===== config.mk =====
export PLATFORM = sky130hd
export DESIGN_NAME = hazard_ctrl
export DESIGN_NICKNAME = d
export VERILOG_FILES = /design/src/rtl/riscv_pkg.sv /design/src/rtl/hazard_ctrl_fwd_sel.sv /design/src/rtl/hazard_ctrl.sv
export SDC_FILE = /design/constraint.sdc
export NUM_CORES = 1
export LEC_CHECK = 0
export BUFFER_PORTS_ARGS = -buffer_cell sky130_fd_sc_hd__buf_2
export CAP_MARGIN = 25
export CORE_MARGIN = 3
export CORE_UTILIZATION = 40
export DETAILED_ROUTE_END_ITERATION = 8
export PLACE_DENSITY = 0.77
export SLEW_MARGIN = 0
export SYNTH_ARGS = -nofsm -noshare
export SYNTH_HDL_FRONTEND = slang
export SYNTH_SLANG_ARGS = --single-unit

===== constraint.sdc =====
create_clock -name clk -period 2.05 [get_ports clk]
set_clock_uncertainty 0.05 [all_clocks]
set_input_delay 0.205 -clock clk [delete_from_list [all_inputs] [get_ports clk]]
set_output_delay 0.205 -clock clk [all_outputs]
set_load 0.005 [all_outputs]

===== src/rtl/riscv_pkg.sv =====
// Shared RV32I core definitions: forwarding selects, hazard FSM encoding,
// immediate-format codes and the register-match helper.
package riscv_pkg;

    localparam logic [1:0] FWD_RF  = 2'b00;
    localparam logic [1:0] FWD_WB  = 2'b01;
    localparam logic [1:0] FWD_MEM = 2'b10;

    typedef enum logic {
        HZ_RUN   = 1'b0,
        HZ_STALL = 1'b1
    } hz_state_e;

    localparam logic [2:0] IMM_I = 3'b000;
    localparam logic [2:0] IMM_S = 3'b001;
    localparam logic [2:0] IMM_B = 3'b010;
    localparam logic [2:0] IMM_J = 3'b011;
    localparam logic [2:0] IMM_U = 3'b100;

    // A later-stage write can feed an operand only if it targets a real register
    function automatic logic reg_hit(input logic       we,
                                     input logic [4:0] rd,
                                     input logic [4:0] rs);
        return we && (rd != 5'd0) && (rd == rs);
    endfunction

endpackage


===== src/rtl/hazard_ctrl_fwd_sel.sv =====
// Per-operand EX forwarding select: Memory-stage result beats Writeback result.
module fwd_sel
    import riscv_pkg::*;
(
    input  logic [4:0] rs_e_i,
    input  logic [4:0] rd_m_i,
    input  logic [4:0] rd_w_i,
    input  logic       reg_write_m_i,
    input  logic       reg_write_w_i,
    output logic [1:0] sel_o
);

    // Priority comparator for one source operand
    always_comb begin
        sel_o = FWD_RF;
        if (reg_hit(reg_write_m_i, rd_m_i, rs_e_i)) begin
            sel_o = FWD_MEM;
        end else if (reg_hit(reg_write_w_i, rd_w_i, rs_e_i)) begin
            sel_o = FWD_WB;
        end else begin
            sel_o = FWD_RF;
        end
    end

endmodule


===== src/rtl/hazard_ctrl.sv =====
// Hazard controller for the 5-stage RV32I pipeline: forwarding, load-use stall
// stretched over LOAD_LAT cycles, and branch flush. HAZ_PERF_EN adds perf counters.
module hazard_ctrl
    import riscv_pkg::*;
#(
    parameter int LOAD_LAT = 1,
    parameter int CNT_W    = 4
) (
    input  logic       clk,
    input  logic       rst,
    input  logic [4:0] Rs1D,
    input  logic [4:0] Rs2D,
    input  logic [4:0] Rs1E,
    input  logic [4:0] Rs2E,
    input  logic [4:0] RdE,
    input  logic [4:0] RdM,
    input  logic [4:0] RdW,
    input  logic       RegWriteM,
    input  logic       RegWriteW,
    input  logic       ResultSrcE0,
    input  logic       PCSrcE,
    output logic [1:0] ForwardAE,
    output logic [1:0] ForwardBE,
    output logic       StallF,
    output logic       StallD,
    output logic       FlushD,
    output logic       FlushE
`ifdef HAZ_PERF_EN
    ,
    output logic [31:0] stall_cnt,
    output logic [31:0] flush_cnt
`endif
);

    localparam logic [CNT_W-1:0] LAT_M1 = CNT_W'(LOAD_LAT - 1);

    hz_state_e        state_q, state_d;
    logic [CNT_W-1:0] cnt_q, cnt_d;
    logic [1:0]       fwd_a_s, fwd_b_s;
    logic             lw_haz_s;

    fwd_sel u_fwd_a (
        .rs_e_i        (Rs1E),
        .rd_m_i        (RdM),
        .rd_w_i        (RdW),
        .reg_write_m_i (RegWriteM),
        .reg_write_w_i (RegWriteW),
        .sel_o         (fwd_a_s)
    );

    fwd_sel u_fwd_b (
        .rs_e_i        (Rs2E),
        .rd_m_i        (RdM),
        .rd_w_i        (RdW),
        .reg_write_m_i (RegWriteM),
        .reg_write_w_i (RegWriteW),
        .sel_o         (fwd_b_s)
    );

    assign lw_haz_s = ResultSrcE0 && (RdE != 5'd0) && ((RdE == Rs1D) || (RdE == Rs2D));

    // State and bubble counter
    always_ff @(posedge clk) begin
        if (rst) begin
            state_q <= HZ_RUN;
            cnt_q   <= '0;
        end else begin
            state_q <= state_d;
            cnt_q   <= cnt_d;
        end
    end

    // Next state: the cycle that detects the hazard is the first bubble
    always_comb begin
        state_d = state_q;
        cnt_d   = cnt_q;
        case (state_q)
            HZ_RUN: begin
                if (PCSrcE) begin
                    state_d = HZ_RUN;
                    cnt_d   = '0;
                end else if (lw_haz_s && (LOAD_LAT > 1)) begin
                    state_d = HZ_STALL;
                    cnt_d   = LAT_M1;
                end else begin
                    state_d = HZ_RUN;
                    cnt_d   = cnt_q;
                end
            end
            HZ_STALL: begin
                if (PCSrcE) begin
                    state_d = HZ_RUN;
                    cnt_d   = '0;
                end else if (cnt_q <= CNT_W'(1)) begin
                    state_d = HZ_RUN;
                    cnt_d   = '0;
                end else begin
                    state_d = HZ_STALL;
                    cnt_d   = cnt_q - CNT_W'(1);
                end
            end
            default: begin
                state_d = HZ_RUN;
                cnt_d   = '0;
            end
        endcase
    end

    // Stall/flush/forward outputs from state and current inputs
    always_comb begin
        ForwardAE = FWD_RF;
        ForwardBE = FWD_RF;
        StallF    = 1'b0;
        StallD    = 1'b0;
        FlushD    = 1'b0;
        FlushE    = 1'b0;
        if (rst) begin
            FlushD = 1'b1;
            FlushE = 1'b1;
        end else begin
            ForwardAE = fwd_a_s;
            ForwardBE = fwd_b_s;
            case (state_q)
                HZ_RUN: begin
                    if (PCSrcE) begin
                        FlushD = 1'b1;
                        FlushE = 1'b1;
                    end else if (lw_haz_s) begin
                        StallF = 1'b1;
                        StallD = 1'b1;
                        FlushE = 1'b1;
                    end else begin
                        FlushE = 1'b0;
                    end
                end
                HZ_STALL: begin
                    if (PCSrcE) begin
                        FlushD = 1'b1;
                        FlushE = 1'b1;
                    end else begin
                        StallF = 1'b1;
                        StallD = 1'b1;
                        FlushE = 1'b1;
                    end
                end
                default: begin
                    FlushD = 1'b1;
                    FlushE = 1'b1;
                end
            endcase
        end
    end

`ifdef HAZ_PERF_EN
    logic [31:0] stall_cnt_q;
    logic [31:0] flush_cnt_q;

    // Saturating stall-cycle and branch-flush counters
    always_ff @(posedge clk) begin
        if (rst) begin
            stall_cnt_q <= 32'd0;
            flush_cnt_q <= 32'd0;
        end else begin
            if (StallF && (stall_cnt_q != 32'hFFFF_FFFF)) begin
                stall_cnt_q <= stall_cnt_q + 32'd1;
            end
            if (PCSrcE && (flush_cnt_q != 32'hFFFF_FFFF)) begin
                flush_cnt_q <= flush_cnt_q + 32'd1;
            end
        end
    end

    assign stall_cnt = stall_cnt_q;
    assign flush_cnt = flush_cnt_q;
`endif

endmodule

==> run summary, run 1 <==
The total overflow left after global routing is 0. The average routed wire per standard cell was 10.8 microns; the number of distinct library cells after synthesis was 26. The critical path class is primary input to output pin. The repair_antennas step left the layout with diodes totalling 0. Counting flops and latches in the post-synthesis netlist gives 5. Counting stages on the worst path, the most repeated cell is sky130_fd_sc_hd__buf_2. The type of destination of the critical path is an output pin. The H-tree depth reported by CTS is 1, and the critical path required time is 1.79 ns. Routability-driven placement finished with a final weighted congestion of 0.876. After the first detailed-routing iteration, the DRC count stood at 4. Entering global routing, the biggest net connects 9 pins. The routed design has 1.68 mm of wire. After legalization and detailed placement, the total HPWL measured 1.54 mm. The final max-slew violation count was 0; the number of rows in the core area was 14. The leakage power of the design came out at 0.444 nW.

The global-route wire length before repair came out at 2.55 mm. For the global-route usage over all layers, the log shows 15.1%. STA classifies the critical path startpoint as a primary input. The vertical extent of the die came out at 47.4 microns. For met2 alone, demand over resource in global routing was 28.1%.

The clock net in this run drives a total of 5 sinks. Number of port buffers: 48. After clock tree synthesis, the clock-pin slew on the worst setup and hold paths is 0.05 ns. IR analysis of the VDD net gives a maximum drop of 0.305 mV.

The most common cell in the netlist was sky130_fd_sc_hd__xor2_1. Setup repair after global routing left no endpoint under its margin. The final layout net count is 184.

For this run, the slowest stage of the critical path takes 0.54 ns. The portion of synthesized cell area occupied by the leading cell type is 25.5%. The I/O pin total is 49. met2 is the most crowded layer. Area of combinational cells with multiple inputs: 559 sq um. Internal power comes to 0.238 mW. Measured against its own limit, the worst slew margin works out to 49.9%. The tools report the buffer type at the clock tree root as sky130_fd_sc_hd__clkbuf_4. The largest total area in the synthesized netlist belongs to sky130_fd_sc_hd__xor2_1.

In this run the horizontal extent of the chip is 47.4 microns. The number of setup violations in the final report is 0. The analysis attributes to net switching a power of 0.102 mW.

For this run, the share of the core covered by cells in the final layout is 61.6%. The post-synthesis area per instance works out to 7.62 sq um. The final critical path time including I/O delays and setup came out at 1.82 ns.

By area the synthesized netlist is led by sky130_fd_sc_hd__xor2_1 26%, sky130_fd_sc_hd__dfxtp_1 15%, sky130_fd_sc_hd__xnor2_1 13%. Cells with a size suffix above 1 make up 39.3% of the layout. The run gives 0 as the post-CTS repair timing setup buffer count. The placeable core area came out at 0.00156 sq mm.

The run gives 14.6% as the fraction of the yosys area taken by sequential cells. Combinational logic burns 39.0% of the power. The area of the mapped netlist came out at 686 sq um. In this run, flip-flops and latches consume 28.7% of the power. The total number of vias came out at 781. In this run the worst path has a maximum fanout of 4. Synthesis produced a netlist whose cell count is 90. The footprint of the flip-flops and latches is 100 sq um. The worst hold path belongs to the class primary input to flip-flop. The number of antenna violations at the first check in global routing came out at 0. For met1 alone, demand over resource in global routing was 18.6%. Once the floorplan was initialized, standard cells occupied 44.0% of the core. Based on the critical path, the design can be clocked at up to 0.548 GHz.

The count of antenna-violating nets left after detailed routing is 0, and the least setup slack across all paths after layout is 0.225 ns. The layout has 148 filler cells. Actual slew at the worst max-slew pin: 0.742 ns. After synthesis, the share of flip-flops with an asynchronous set or reset is 0%. The number of buffer and inverter stages on the critical path was 2. The tools report the power consumption as 0.340 mW. In this run the power density over the cells is 353 mW/mm^2. The die covers 0.00225 sq mm. The cell family contributing the most delay on the critical path is simple AND/OR/NAND/NOR gates.

The logs give 0 for the count of final hold-check violations and 0.23 ns for the clock latency at the later pin of the worst-skew pair. The pre-antenna-repair detailed-routing pass consisted of 4 iterations. Post-CTS repair changed the size of 0 cells. The global-route track usage on met3 is 3.45%. The number of enable flip-flop cells after synthesis came out at 0. On the critical path, the stage with the largest delay is an instance of sky130_fd_sc_hd__or4_1. In this run switching power makes up 29.9% of total power.

For the via count of the first global-routing pass, the log shows 666. By count the netlist is led by 20 x sky130_fd_sc_hd__xor2_1, 10 x sky130_fd_sc_hd__nor2_1, 10 x sky130_fd_sc_hd__xnor2_1. Of the total power, the clock network draws 32.3%.

The critical path goes through buf_2 > or4_1 > o21ai_2 > nor3_1 > nor4_2 > buf_2. The run finished with clean final reports. The run gives 0 as the max-capacitance violation count. For the data arrival time of the critical path, the log shows 1.57 ns. The number of warnings reported in the yosys synthesis log is 0. The worst path uses 89.0% of the clock period.

Hold repair after CTS inserted 0 buffers. The most used flip-flop cell after synthesis is sky130_fd_sc_hd__dfxtp_1. The tools report the summed negative setup slack over all endpoints as 0 ns. Synthesis produced a netlist with a net count of 133. In the routed design, unresolved DRC markers number 0. TritonCTS built the clock tree.

The mean number of vias per cell came out at 5.01. The logs give 3 for the number of buffers added by the clock tree synthesis step and 2 for the number of buffers between clock root and the deepest sink. Relative to the synthesized area, the layout overhead comes to 40.1%. Before CTS, the worst setup slack after placement is 0.219 ns.
[power by group through the flow]
stage          Clock [mW]  Combinational [mW]  Sequential (mW)
2_1_floorplan           0              0.0645           0.0993
3_3_place_gp            0               0.130           0.0993
3_5_place_dp            0               0.133           0.0993
4_1_cts             0.112               0.133           0.0975
5_1_grt             0.121               0.148           0.0973
6_report            0.110               0.132           0.0975
[per-layer routing]
layer	vias to the layer above	wire length [microns]	part of all wire [%]
li1	410	-	-
met1	342	660	39
met2	29	885	53
met3	0	136	8.1
met4	0	0	0
met5	-	0	0
[layout make-up]
cell class / count / area share [%]
clock buffer: 4 / 2.73
tap: 16 / 2.08
timing repair buffer: 48 / 25.0
inverter: 4 / 1.56
sequential: 5 / 10.4
multi-input combinational: 79 / 58.2
[placed cells by master (no fill, tap or decap), drive strengths merged]
master / count
a21oi: 3
a22oi: 1
a2bb2oi: 1
buf: 48
clkbuf: 4
dfxtp: 5
ha: 2
inv: 4
nand2: 6
nand3: 2
nor2: 10
nor2b: 1
nor3: 5
nor3b: 1
nor4: 4
o21a: 1
o21ai: 4
o311ai: 1
o31ai: 1
or3b: 1
or4: 5
xnor2: 10
xor2: 20
[cells by family after synthesis]
kind of cell               share of synthesized area (%)
xor gates and xnor gates                            38.3
adders and majority gates                           3.65
buffers and inverters                               3.83
and+or+nand+nor                                     28.1
DFF                                                 14.6
AOI/OAI and AO/OA                                   11.5
[state kept, by name (all words and copies together), names as in the netlist]
| register | count |
|---|---|
| cnt_q | 4 |
| state_q | 1 |
[path summary, 6_finish.rpt]
path,endpoint,startpoint,slack (ns),cells after the start
min,cnt_q[3],rst,0.19,2
max,ForwardBE[0],RdM[0],0.23,6
max reg2reg,cnt_q[3],cnt_q[0],0.33,6
min reg2reg,cnt_q[3],cnt_q[3],0.43,2
[through the flow]
| stage | area (sq um) | cells | hold WS (ns) |
|---|---|---|---|
| after floorplan | 686 | 90 | 0.325 |
| final | 961 | 156 | 0.194 |
| after CTS | 961 | 156 | 0.200 |
| after global routing | 961 | 156 | 0.214 |
| after global placement | 935 | 152 | 0.416 |
| after detailed placement | 935 | 152 | 0.425 |
Power figures use the tool's default switching activity.
==> inputs of run 2 (changes only) <==
- CORE_UTILIZATION: 40 -> 35
- PLACE_DENSITY: 0.77 -> 0.68
==> run 2 against run 1 <==
Against the previous run: fmax up 0.55%; non-clock buffer count is the same; via count grew 1.7%; global-route usage is 0.30 points higher; largest power group unchanged.
==> run summary, run 2 (synthesis gave the netlist of run 1 again) <==
The max-capacitance violation count was 0. For the count of final hold-check violations, the log shows 0. The number of antenna violations at the first check in global routing came out at 0. The vertical extent of the die was 50.3 microns; the first-iteration detailed-routing DRC count was 11. The layout has 180 filler cells. In this run the cell area measured after placement is 946 sq um.

Post-CTS repair changed the size of 0 cells. The average routed wire per standard cell was 11.3 microns; the residual DRC count was 0. For this block, the routed nets add up to 1.86 mm of wire. Dividing total power by cell area gives a power density of 359 mW/mm^2.

The slowest stage of the critical path is the sky130_fd_sc_hd__or4_1 cell. For the initial core utilization, the log shows 38.5%. The type of the tightest min-delay check was primary input to flip-flop.

The endpoint of the worst-slack reg-to-reg timing path was cnt_q[3]. The register-to-register setup slack is 0.29 ns. The via count of the first global-routing pass came out at 751. The overall die width was 50.3 microns. Ranked by flip-flop count, first place goes to cnt_q.

The largest registers in the layout are cnt_q x4, state_q x1. Summing all flip-flop and latch instances after layout gives 100 sq um. Internal power comes to 0.239 mW. Number of rows in the core area: 15. The run gives 0 ns as the summed negative setup slack over all endpoints.

Among cell families on the critical path, the largest total delay comes from simple AND/OR/NAND/NOR gates. Setup repair after global routing left no endpoint under its margin. The register with the most flip-flops in the layout has 4 of them. At the pin with the least slew margin, the transition time is 0.787 ns.

Commonest non-fill, non-tap cell in the layout: sky130_fd_sc_hd__buf_2. 49 I/O pins were placed. Final layout net count: 184. The routed layout has 794 vias. In this run the power spent charging and discharging nets is 0.110 mW. For the leakage power of the design, the log shows 0.444 nW. TritonCTS built the clock tree. The number of buffer and inverter stages on the critical path is 2, and the post-route standard cell area excluding fillers is 972 sq um. The logs give 0.854 for the routability-driven placement congestion ratio and 0.181 ns for the worst hold slack.

The area of combinational cells with multiple inputs is 559 sq um, and the logic gate share of total power is 38.2%. The logs give 9 for the maximum number of pins on one net before global-route repair and 4 for the number of detailed-route iterations in the first pass. The critical path class is primary input to output pin.

Summed over all nets, the half-perimeter wirelength after detailed placement is 1.63 mm. Data on the critical path arrives at its endpoint at 1.56 ns. The tools report the power consumption as 0.349 mW. The cts-stage hold buffer count was 0; the worst-case vdd ir drop was 0.130 mV.

For the number of antenna diodes, the log shows 0. The sequential power share is 28.0%, and the net switching share of the total power is 31.6%. In the final layout, the share of cells above drive strength 1 is 39.3%.

The cell that appears most often on the critical path is sky130_fd_sc_hd__buf_2. Data on the critical path is required at its endpoint by 1.79 ns. The tools report the H-tree depth reported by CTS as 1. The final max-slew violation count was 0. The depth of the worst hold-timing path came out at 2. In the layout the commonest cells are 48 x sky130_fd_sc_hd__buf_2, 20 x sky130_fd_sc_hd__xor2_1, 10 x sky130_fd_sc_hd__xnor2_1, 10 x sky130_fd_sc_hd__nor2_1, 6 x sky130_fd_sc_hd__nand2_1. In this design, the stage delay of the slowest critical-path cell is 0.53 ns. Part of the total power dissipated in the clock network: 33.8%. The number of buffers added by the clock tree synthesis step is 3, and the worst slew margin relative to its limit is 46.9%. Number of port buffers: 48. Global routing used 15.4% of the available tracks across all layers. The post-layout instance count excluding filler cells came out at 165.

In this run the critical register-to-register path is launched from cnt_q[0]. The final critical path takes up 88.5% of the cycle. The clock net in this run drives a total of 5 sinks.

Post-CTS timing repair inserted 0 buffers for setup. The signal on the critical path passes through buf_2 > or4_1 > o21ai_2 > nor3_1 > nor4_2 > buf_2. The top fanout value on the critical path was 4; the mean number of vias per cell was 4.81. Register clock-pin slew on the reported worst setup and hold paths: 0.05 ns. Number of setup violations in the final report: 0. For the maximum clock rate, the log shows 0.551 GHz.

From synthesis to final layout, the design area changed by 41.8%. Clock latency on the worst-skew pair, taken at its later pin, is 0.25 ns. In this run the remaining antenna-violating nets after routing total 0.

STA classifies the critical path endpoint as an output pin. The final critical path time including I/O delays and setup is 1.81 ns. In this run the deepest clock path goes through 2 buffers.

The core region is 0.00178 sq mm. The tools report the worst hold endpoint as cnt_q[0]. Hold path startpoint: rst. The worst setup path is launched from a primary input. The tools report the cell count after placement as 161. For the worst flop-to-flop path, the logic depth is 6. For the total die area, the log shows 0.00253 sq mm.

The flow ran to the end, and the final reports show no timing, DRC or antenna violations. The global-route wire length before repair came out at 3.10 mm. The tree is rooted in a sky130_fd_sc_hd__clkbuf_4.

The tools report the remaining global-route overflow as 0.
==> run 2: cell type report <==
type                       instances  area share [%]
clock buffer                       4            2.70
inverter                           4            1.54
multi-input combinational         79            57.5
sequential                         5            10.3
tap                               25            3.22
timing repair buffer              48            24.7
==> run 2: worst reg2reg max path: stages, from the launching register on <==
cell	delay [ns]
sky130_fd_sc_hd__dfxtp_1	0.39
sky130_fd_sc_hd__inv_1	0.06
sky130_fd_sc_hd__ha_1	0.21
sky130_fd_sc_hd__nor2_1	0.09
sky130_fd_sc_hd__o311ai_0	0.24
sky130_fd_sc_hd__or3b_2	0.52
sky130_fd_sc_hd__a21oi_1	0.15
==> run 2: metal layers <==
layer | part of all wire [%] | track usage, %
met1 | 40 | 17.7
met2 | 53 | 27.8
met3 | 6.4 | 2.08
met4 | 1.2 | 6.91
met5 | 0 | 0
==> run 2: power by group through the flow <==
stage / combinational, mW / clock, mW / sequential, mW
floorplan: 0.0645 / 0 / 0.0993
global placement: 0.131 / 0 / 0.0993
detailed placement: 0.134 / 0 / 0.0993
CTS: 0.135 / 0.117 / 0.0976
global route: 0.149 / 0.120 / 0.0975
finish: 0.133 / 0.118 / 0.0976
==> run 2: worst max-delay path by stage <==
stage | from | end | cells after the start
after global routing | RdM[0] | ForwardAE[0] | 6
final | RdM[0] | ForwardAE[0] | 6
after global placement | RdM[0] | ForwardBE[0] | 6
after CTS | RdM[0] | ForwardBE[0] | 6
after detailed placement | RdM[0] | ForwardAE[0] | 6
after floorplan | cnt_q[0] | cnt_q[3] | 6
==> run 2: stage by stage <==
step	worst slack [ns]	utilization (%)
after global routing	0.0894	54.5
after detailed placement	0.231	53.1
after CTS	0.226	54.5
final	0.235	54.5
after floorplan	0.476	-
after global placement	0.227	53.1
==> inputs of run 3 (changes only) <==
- BUFFER_PORTS_ARGS: -buffer_cell sky130_fd_sc_hd__buf_2 -> default
- DONT_BUFFER_PORTS: default -> 1
- PLACE_DENSITY: 0.68 -> 0.47
==> run 3 against run 2 <==
Against the previous run: register-to-register slack better by 0.04 ns; sequential cell count unchanged; largest power group is now the clock network; global-route usage down 2.1 points; critical endpoint is now cnt_q[3]; clock power about the same; routed wire length down 13%.
==> run summary, run 3 (synthesis gave the netlist of run 1 again) <==
The count of antenna-violating nets left after detailed routing was 0; the mean number of vias per cell was 5.40. The data arrival time of the critical path is 1.85 ns. After clock tree synthesis, the setup repair step added 0 buffers. The logs give 0 for the number of antenna violations at the first check in global routing and 0 for the number of antenna diodes. After detailed routing, the average wire length per cell comes to 13.6 microns. The longest individual stage delay on the worst path was 0.52 ns. The register clock-pin slew on the reported worst setup and hold paths works out to 0.04 ns. For the final routed database, the setup TNS stands at 0 ns.

The tools report the type of destination of the critical path as a flip-flop. Entering global routing, the biggest net connects 7 pins. In this run the cell area measured after placement is 706 sq um. For the first-iteration detailed-routing DRC count, the log shows 9.

Once the floorplan was initialized, standard cells occupied 38.5% of the core. The count of buffers added on input and output ports is 0. The run finished with clean final reports. The top fanout value on the critical path came out at 5. Category of cells accounting for the largest share of critical-path delay: simple AND/OR/NAND/NOR gates. H-tree depth reported by CTS: 1.

The tools report the buffer type at the clock tree root as sky130_fd_sc_hd__clkbuf_4. From bottom edge to top edge, the die measures 50.3 microns. The via count of the first global-routing pass was 644; the number of setup violations in the final report was 0.

Across all layers, the routed design uses 637 vias. Counting instances, the worst hold path has a depth of 3. Row generation in the floorplan step produced 15 rows. The number of flip-flops under the largest register name came out at 4. In the final layout, the registers with the most flip-flops are cnt_q x4, state_q x1. 49 I/O pins were placed. In this run the number of cells on the critical path is 6.

The first global-routing pass estimated 2.55 mm of wire. Sequential cells burn 34.1% of the power. Compared with the post-synthesis result, the final layout area differs by 8.21%. The worst-case IR drop observed on VDD is 0.254 mV. Clock tree synthesis inserted a total of 3 buffers. The remaining global-route overflow is 0.

The post-route standard cell area excluding fillers is 742 sq um. The share of the clock period used by the worst path works out to 84.0%. Critical path startpoint category: a flip-flop. The commonest non-fill, non-tap cell in the layout was sky130_fd_sc_hd__xor2_1.

After the last flow step, the layout net total stands at 137. The worst path in the final design needs a cycle of 1.72 ns, including I/O delays and setup. The register with the highest flop count is cnt_q.

The floorplan step defined a core boundary enclosing 0.00178 sq mm. The number of buffer and inverter stages on the critical path is 1, and the worst slew margin relative to its limit is 46.9%. After clock tree synthesis, the repair step resized 0 gates. The logs give 0 for the final max-slew violation count and 0 for the residual DRC count. For the critical path required time, the log shows 2.18 ns.

The number of cells on the worst reg-to-reg path is 6. Across the run, the number of max-cap violations was 0. The die is 50.3 microns wide.

The final layout contains routed wiring with a total length of 1.61 mm. For this design the total switching power over the nets is 0.0739 mW. In this run the worst hold path is classified as primary input to flip-flop. The critical path goes through inv_1 > ha_1 > nor2_1 > o311ai_0 > or3b_2 > a21oi_1.

The share of cells above drive strength 1 works out to 7.53%. The tools report the global-route usage over all layers as 13.3%. Static timing analysis puts the maximum clock frequency at 0.581 GHz. Counting along the longest clock path gives a buffer depth of 2. The cts-stage hold buffer count was 1; the register-to-register setup slack was 0.33 ns. In the layout the commonest cells are 20 x sky130_fd_sc_hd__xor2_1, 10 x sky130_fd_sc_hd__xnor2_1, 10 x sky130_fd_sc_hd__nor2_1, 6 x sky130_fd_sc_hd__nand2_1. Setup repair after global routing left no endpoint under its margin. The critical path class was flip-flop to flip-flop.

The part of the total power dissipated in the clock network was 40.3%; the number of detailed-route iterations in the first pass was 4. Summed over all nets, the half-perimeter wirelength after detailed placement is 1.41 mm. In this run switching power makes up 25.8% of total power.

The leakage power of the design is 0.251 nW, and the routability-driven placement congestion ratio is 0.694. In this run the power density over the cells is 386 mW/mm^2. For the pin with the worst max-slew slack, the measured transition is 0.786 ns. The slowest stage of the critical path belongs to the cell sky130_fd_sc_hd__or3b_2. TritonCTS built the clock tree.

The power consumption is 0.286 mW. The logs give 25.6% for the logic gate share of total power and 0.212 mW for the internal power. The later pin in the worst-skew pair is clocked with a latency of 0.25 ns. The run gives 0 as the count of final hold-check violations. The die covers 0.00253 sq mm.

Counting every sink on the clock net gives 5.
==> run 3: metrics by stage <==
| stage | cells | utilization (%) | setup WS [ns] | hold slack (ns) |
|---|---|---|---|---|
| after global routing | 118 | 41.6 | 0.188 | 0.108 |
| after CTS | 118 | 41.6 | 0.317 | 0.0674 |
| after global placement | 113 | 39.6 | 0.356 | 0.227 |
| after detailed placement | 113 | 39.6 | 0.317 | 0.230 |
| after floorplan | 90 | - | 0.476 | 0.325 |
| final | 118 | 41.6 | 0.328 | 0.0783 |
==> run 3: power by group through the flow <==
stage | Combinational, mW | Sequential [mW] | Clock (mW)
after floorplan | 0.0645 | 0.0993 | 0
after global placement | 0.0704 | 0.0993 | 0
after detailed placement | 0.0715 | 0.0993 | 0
after CTS | 0.0744 | 0.0975 | 0.123
after global routing | 0.0829 | 0.0973 | 0.129
final | 0.0732 | 0.0976 | 0.115
==> run 3: layer usage <==
metal | up-vias | GRT usage [%] | routed length [microns]
met1 | 276 | 16.1 | 626
li1 | 319 | - | -
met5 | - | 0 | 0
met4 | 0 | 4.15 | 9
met2 | 40 | 19.8 | 738
met3 | 2 | 7.42 | 234
==> run 3: final cells by class <==
type | instances | area (sq um)
flip-flops and latches | 5 | 100
inverters | 4 | 15.0
well taps | 25 | 31.3
clock buffers | 4 | 26.3
fillers | 205 | 1040
repair buffers | 1 | 10.0
multi-input cells | 79 | 559
==> run 3: worst register-to-register path, cell delays in order, from the launching register on <==
cell	delay [ns]
sky130_fd_sc_hd__dfxtp_1	0.37
sky130_fd_sc_hd__inv_1	0.06
sky130_fd_sc_hd__ha_1	0.21
sky130_fd_sc_hd__nor2_1	0.08
sky130_fd_sc_hd__o311ai_0	0.23
sky130_fd_sc_hd__or3b_2	0.52
sky130_fd_sc_hd__a21oi_1	0.14
==> run 3: final timing paths <==
path	from	endpoint
setup / recovery	cnt_q[0]	cnt_q[3]
hold / removal	PCSrcE	cnt_q[3]
setup reg to reg	cnt_q[0]	cnt_q[3]
hold reg to reg	cnt_q[3]	cnt_q[3]
